[src/rtl/vote_result_reader.sv]
// vote_result_reader: drives a 4-candidate voting machine through result display, streams
// one (candidate, tally) record per candidate and reports the winner. Option macro: VOTE_TOTAL_EN.
`default_nettype none

module vote_result_reader #(
   parameter int SETTLE_CYCLES = 4,
   parameter int NUM_CAND      = 4
) (
   input  logic       clock,
   input  logic       reset,
   input  logic       start,
   output logic       vm_mode,
   output logic       vm_button1,
   output logic       vm_button2,
   output logic       vm_button3,
   output logic       vm_button4,
   input  logic [7:0] vm_led,
   output logic       out_valid,
   input  logic       out_ready,
   output logic [1:0] out_cand,
   output logic [7:0] out_count,
   output logic       busy,
   output logic       done,
   output logic [1:0] winner_id,
   output logic [7:0] winner_count
`ifdef VOTE_TOTAL_EN
   ,
   output logic [9:0] total_count,
   output logic       total_valid
`endif
);

   typedef enum logic [2:0] {
      IDLE   = 3'd0,
      SELECT = 3'd1,
      SEND   = 3'd2,
      GAP    = 3'd3,
      REPORT = 3'd4
   } state_t;

   localparam logic [7:0] SETTLE_LAST = 8'(SETTLE_CYCLES - 1);
   localparam logic [1:0] LAST_IDX    = 2'(NUM_CAND - 1);

   state_t     state;
   state_t     state_next;
   logic [1:0] idx;
   logic [7:0] settle_cnt;
   logic       settle_done;
   logic       handshake;
   logic       last_cand;
   logic       total_pending;
`ifdef VOTE_TOTAL_EN
   logic       total_phase;
`endif

   always_ff @(posedge clock) begin
      if (reset) state <= IDLE;
      else       state <= state_next;
   end

   always_comb begin
      settle_done = (state == SELECT) && (settle_cnt == SETTLE_LAST);
      handshake   = (state == SEND) && out_ready;
      last_cand   = (idx == LAST_IDX);
`ifdef VOTE_TOTAL_EN
      // The summary record follows the last candidate's record in the same SEND state.
      total_pending = last_cand && !total_phase;
      total_valid   = (state == SEND) && total_phase;
`else
      total_pending = 1'b0;
`endif
      state_next = state;
      case (state)
         IDLE:    if (start) state_next = SELECT;
         SELECT:  if (settle_done) state_next = SEND;
         SEND: begin
            if (handshake) begin
               if (!last_cand)          state_next = GAP;
               else if (!total_pending) state_next = REPORT;
            end
         end
         GAP:     state_next = SELECT;
         REPORT:  state_next = IDLE;
         default: state_next = IDLE;
      endcase

      vm_mode    = (state != IDLE);
      busy       = (state != IDLE);
      out_valid  = (state == SEND);
      done       = (state == REPORT);
      vm_button1 = (state == SELECT) && (idx == 2'd0);
      vm_button2 = (state == SELECT) && (idx == 2'd1);
      vm_button3 = (state == SELECT) && (idx == 2'd2);
      vm_button4 = (state == SELECT) && (idx == 2'd3);
   end

   always_ff @(posedge clock) begin
      if (reset) begin
         idx          <= 2'd0;
         settle_cnt   <= 8'd0;
         out_cand     <= 2'd0;
         out_count    <= 8'd0;
         winner_id    <= 2'd0;
         winner_count <= 8'd0;
`ifdef VOTE_TOTAL_EN
         total_count  <= 10'd0;
         total_phase  <= 1'b0;
`endif
      end else begin
         case (state)
            IDLE: begin
               if (start) begin
                  idx          <= 2'd0;
                  settle_cnt   <= 8'd0;
                  winner_id    <= 2'd0;
                  winner_count <= 8'd0;
`ifdef VOTE_TOTAL_EN
                  total_count  <= 10'd0;
                  total_phase  <= 1'b0;
`endif
               end
            end
            SELECT: begin
               if (settle_done) begin
                  out_count <= vm_led;
                  out_cand  <= idx;
                  // Strict compare keeps ties on the lowest index.
                  if ((idx == 2'd0) || (vm_led > winner_count)) begin
                     winner_id    <= idx;
                     winner_count <= vm_led;
                  end
`ifdef VOTE_TOTAL_EN
                  total_count <= total_count + {2'b00, vm_led};
`endif
               end else begin
                  settle_cnt <= settle_cnt + 8'd1;
               end
            end
            SEND: begin
`ifdef VOTE_TOTAL_EN
               if (handshake && total_pending) begin
                  total_phase <= 1'b1;
                  out_cand    <= 2'd0;
                  out_count   <= total_count[7:0];
               end
`endif
            end
            GAP: begin
               idx        <= idx + 2'd1;
               settle_cnt <= 8'd0;
            end
            default: ;
         endcase
      end
   end

   a_buttons_onehot : assert property (@(posedge clock) disable iff (reset)
      $onehot0({vm_button4, vm_button3, vm_button2, vm_button1}) &&
      (vm_mode || ({vm_button4, vm_button3, vm_button2, vm_button1} == 4'b0000)));

endmodule

`default_nettype wire

[config.mk]
export PLATFORM = sky130hd
export DESIGN_NAME = vote_result_reader
export DESIGN_NICKNAME = d
export VERILOG_FILES = /design/src/rtl/vote_result_reader.sv
export SDC_FILE = /design/constraint.sdc
export NUM_CORES = 1
export LEC_CHECK = 0
export CAP_MARGIN = 20
export CORE_ASPECT_RATIO = 0.5
export CORE_MARGIN = 3
export CORE_UTILIZATION = 35
export CTS_BUF_LIST = sky130_fd_sc_hd__clkbuf_4
export CTS_CLUSTER_SIZE = 24
export DETAILED_ROUTE_END_ITERATION = 7
export DONT_BUFFER_PORTS = 1
export PLACE_DENSITY = 0.47
export REMOVE_ABC_BUFFERS = 1
export SLEW_MARGIN = 20
export SYNTH_ARGS = -nofsm -noshare
export SYNTH_HDL_FRONTEND = slang
export SYNTH_SLANG_ARGS = --single-unit
[constraint.sdc]
create_clock -name clock -period 3 [get_ports clock]
set_input_delay 0.3 -clock clock [delete_from_list [all_inputs] [get_ports clock]]
set_output_delay 0.3 -clock clock [all_outputs]
set_load 0.005 [all_outputs]
==> reports/summary.md <==
Number of gates resized after CTS: 0. Of the post-synthesis cell area, the dominant cell type holds 37.4%. Setup total negative slack on the finished layout was measured at 0 ns. In this run, synthesis inferred 0 flip-flops with an integrated enable.

The number of setup buffers added after CTS is 0. Across the routed clock network, the largest skew measured is 0.0111 ns. The final layout contains 225 nets. The cell area that synthesis handed to floorplanning was 1770 um2.

The tools report the kind of end point of the critical path as a register. Slew at the pin with the worst max-slew slack: 0.798 ns. The synthesized netlist cell count was 201; the clock-pin transition on the worst setup and hold timing paths was 0.11 ns.

Detailed-route wire length: 3.89 mm. Top fanout value on the critical path: 10. The die is 56.3 um tall. TritonCTS built the clock tree.

Cell area reported after detailed placement: 1790 um2. dfxtp_1 takes more of the synthesized area than any other cell. Worst-case clock buffer depth: 2. The first-pass GRT wire length came out at 6.17 mm. The H-tree was split into 2 levels. The die covers 5990 um2. For the required arrival time at the worst endpoint, the log shows 3.26 ns. The initial antenna violation count was 0; the worst-case setup margin in the final layout was 0.981 ns. 0 antenna diodes ended up in the layout. The area growth from synthesis to layout is 5.38%. During synthesis, Yosys emitted a total of 0 warnings. Detailed routing placed a total of 1.58 mm of wire on met2. The count of buffers added on input and output ports is 0. The average wire per cell in the routed design is 14.6 um, and the number of register bits inferred by synthesis is 33. From left edge to right edge, the die measures 107 um. Buffers inserted during clock tree synthesis total 5. The maximum vdd drop is 0.000165 V, and the final critical-path share of the clock period is 67.3%. The logs give 33 for the clock net sink count and 257 for the cell count after placement. The class of the most critical hold timing path was input pin to register. The reported leakage power is 0.736 nW. Sequential elements use 37.4% of the synthesized area. Timing analysis after detailed placement gives a worst setup slack of 0.969 ns. Setup repair after global routing left no endpoint under its margin. Sorting the synthesized cells by area gives the leading types as dfxtp_1 (37%), mux2i_1 (9.6%), ha_1 (9.2%). Across the run, the number of max-cap violations was 0. The flow ran to the end, and the final reports show no timing, DRC or antenna violations. The commonest cells after synthesis are dfxtp_1 (33), nor2_1 (28), mux2i_1 (17), nand2_1 (17), ha_1 (13). In this run the clock root is driven by a clkbuf_4. For this configuration, the core starts out at a cell density of 38.1%. For the number of standard-cell rows in the floorplan, the log shows 17.

The run gives 0 as the final routed DRC violation total. The routed length on met3 is 263 um. The most frequently used cell type in the post-synthesis netlist was dfxtp_1. The I/O pin count is 40. The clock period minus worst slack was 2.02 ns; the wire length on met1 was 2.01 mm. In the synthesized netlist the async set-or-reset flop fraction comes to 0%. The count of endpoints failing hold in the final timing report was 0; the post-synthesis area per instance was 8.80 um2. The first TritonRoute pass finished after 4 iterations.

The worst setup path is of the register to register kind. The startpoint kind of the worst setup timing path is a register. For the count of nets left with antenna violations after detail routing, the log shows 0.

The final design instance area without fill was 1860 um2; the highest achievable clock rate was 0.495 GHz. Global routing finished with a remaining overflow of 0. The number of cells in the finished layout apart from fillers came out at 266. The per-cell via count in the routed design works out to 4.94. Clock latency on the worst-skew pair, taken at its later pin, is 0.33 ns. The largest net degree at the start of global routing is 30.

The highest metal layer with signal wires is met4. The detailed router's first-iteration violation count was 51. Counting distinct cell types in the post-synthesis netlist gives 38. Measured against its own limit, the worst slew margin works out to 46.7%. Summing over every cut layer, the via total after detailed routing is 1,315.

Data on the critical path arrives at its endpoint at 2.28 ns. Once detailed placement completed, the half-perimeter wirelength came to 2.75 mm. The number of buffers inserted for hold repair after clock tree synthesis is 0. The most used flip-flop cell after synthesis is dfxtp_1. The via count of the first global-routing pass is 1,198, and the weighted congestion at the end of routability-driven global placement is 0.785. The area of the core is 4640 um2, and the number of setup violations in the final report is 0. Across every metal layer, demand over resource in global routing totals 13.1%. The final-report max-slew violation count was 0; the fraction of layout instances using a drive strength above 1 was 8.00%. For this design the ratio of total power to cell area is 487 nW/um2.
power by group:
group          internal (mW)  leakage [nW]  switching, mW  total [mW]
Combinational         0.0775         0.440          0.103       0.180
Sequential             0.456         0.267         0.0255       0.481
Clock                 0.0942        0.0292          0.152       0.246
critical path, cell delays in order, from the launching register on:
cell	delay, ns
dfxtp_1	0.38
inv_1	0.06
ha_1	0.31
nand4_1	0.14
o41ai_1	0.44
nor3_2	0.10
o21ai_2	0.28
mux2i_1	0.25
logic make-up (layout without fill, tap and decap cells):
family,Yosys count,count (layout),synth area share [%]
and+or+nand+nor,85,85,25.1
DFF,33,33,37.4
AOI/OAI and AO/OA,25,25,10.0
buffers and inverters,22,21,5.73
muxes,17,17,9.62
adders and majority gates,13,13,9.20
xor gates and xnor gates,6,6,2.97
path summary, 6_finish.rpt:
check	startpoint	end	slack [ns]	cells after the start
min	reset	state[0]	0.03	1
min reg2reg	winner_id[1]	winner_id[1]	0.51	2
max reg2reg	winner_count[7]	winner_count[5]	0.98	7
max	winner_count[7]	winner_count[5]	0.98	7
cells in the final DEF, fill, tap and decap left out:
cell type      netlist  routed
a2111oi_0            1       1
a2111oi_2            1       1
a211oi_1             2       2
a21boi_2             1       1
a21oi_1             11      11
a22oi_1              1       1
a311oi_2             1       1
and2_1               4       4
and3_1               1       1
clkbuf_4             0       6
clkinv_1             0       1
dfxtp_1             33      33
dlygate4sd3_1        0       2
ha_1                13      13
inv_1               12      12
mux2i_1             17      17
nand2_1             17      17
nand2b_1            11      11
nand3_1              5       5
nand3_2              1       1
nand4_1              4       4
nor2_1              28      28
nor2b_1              2       2
nor3_1               6       6
nor3_2               1       1
nor3b_4              1       1
nor4b_4              1       1
o211ai_1             2       2
o21ai_0              2       2
o21ai_2              1       1
o21bai_1             1       1
o41ai_1              1       1
or2_2                2       2
or3_1                1       1
xnor2_1              1       1
xor2_1               5       5
stage by stage:
step	util (%)	total power [mW]	hold slack, ns
6_report	40.2	0.908	0.0281
5_1_grt	40.2	0.964	0.00338
4_1_cts	39.7	0.917	0.0102
3_5_place_dp	38.7	0.671	0.375
3_3_place_gp	38.7	0.672	0.375
2_1_floorplan	-	0.629	0.368
routing by layer:
layer | global-route usage, % | vias to the layer above
met3 | 5.74 | 4
li1 | - | 672
met4 | 3.28 | 0
met5 | 0 | -
met2 | 18.8 | 30
met1 | 18.0 | 609
flip-flops by register name, indices dropped and copies added, names as in the netlist:
signal	flops
idx	2
out_cand	2
out_count	8
settle_cnt	8
state	3
winner_count	8
winner_id	2
cell type report:
cell class / instances / area, um2
Clock inverter: 1 / 3.75
Multi-Input combinational cell: 146 / 1010
Fill cell: 499 / 2770
Clock buffer: 6 / 45.0
Sequential cell: 33 / 661
Tap cell: 66 / 82.6
Inverter: 12 / 45.0
Timing Repair Buffer: 2 / 20.0
(Power assumes the default switching activity.)
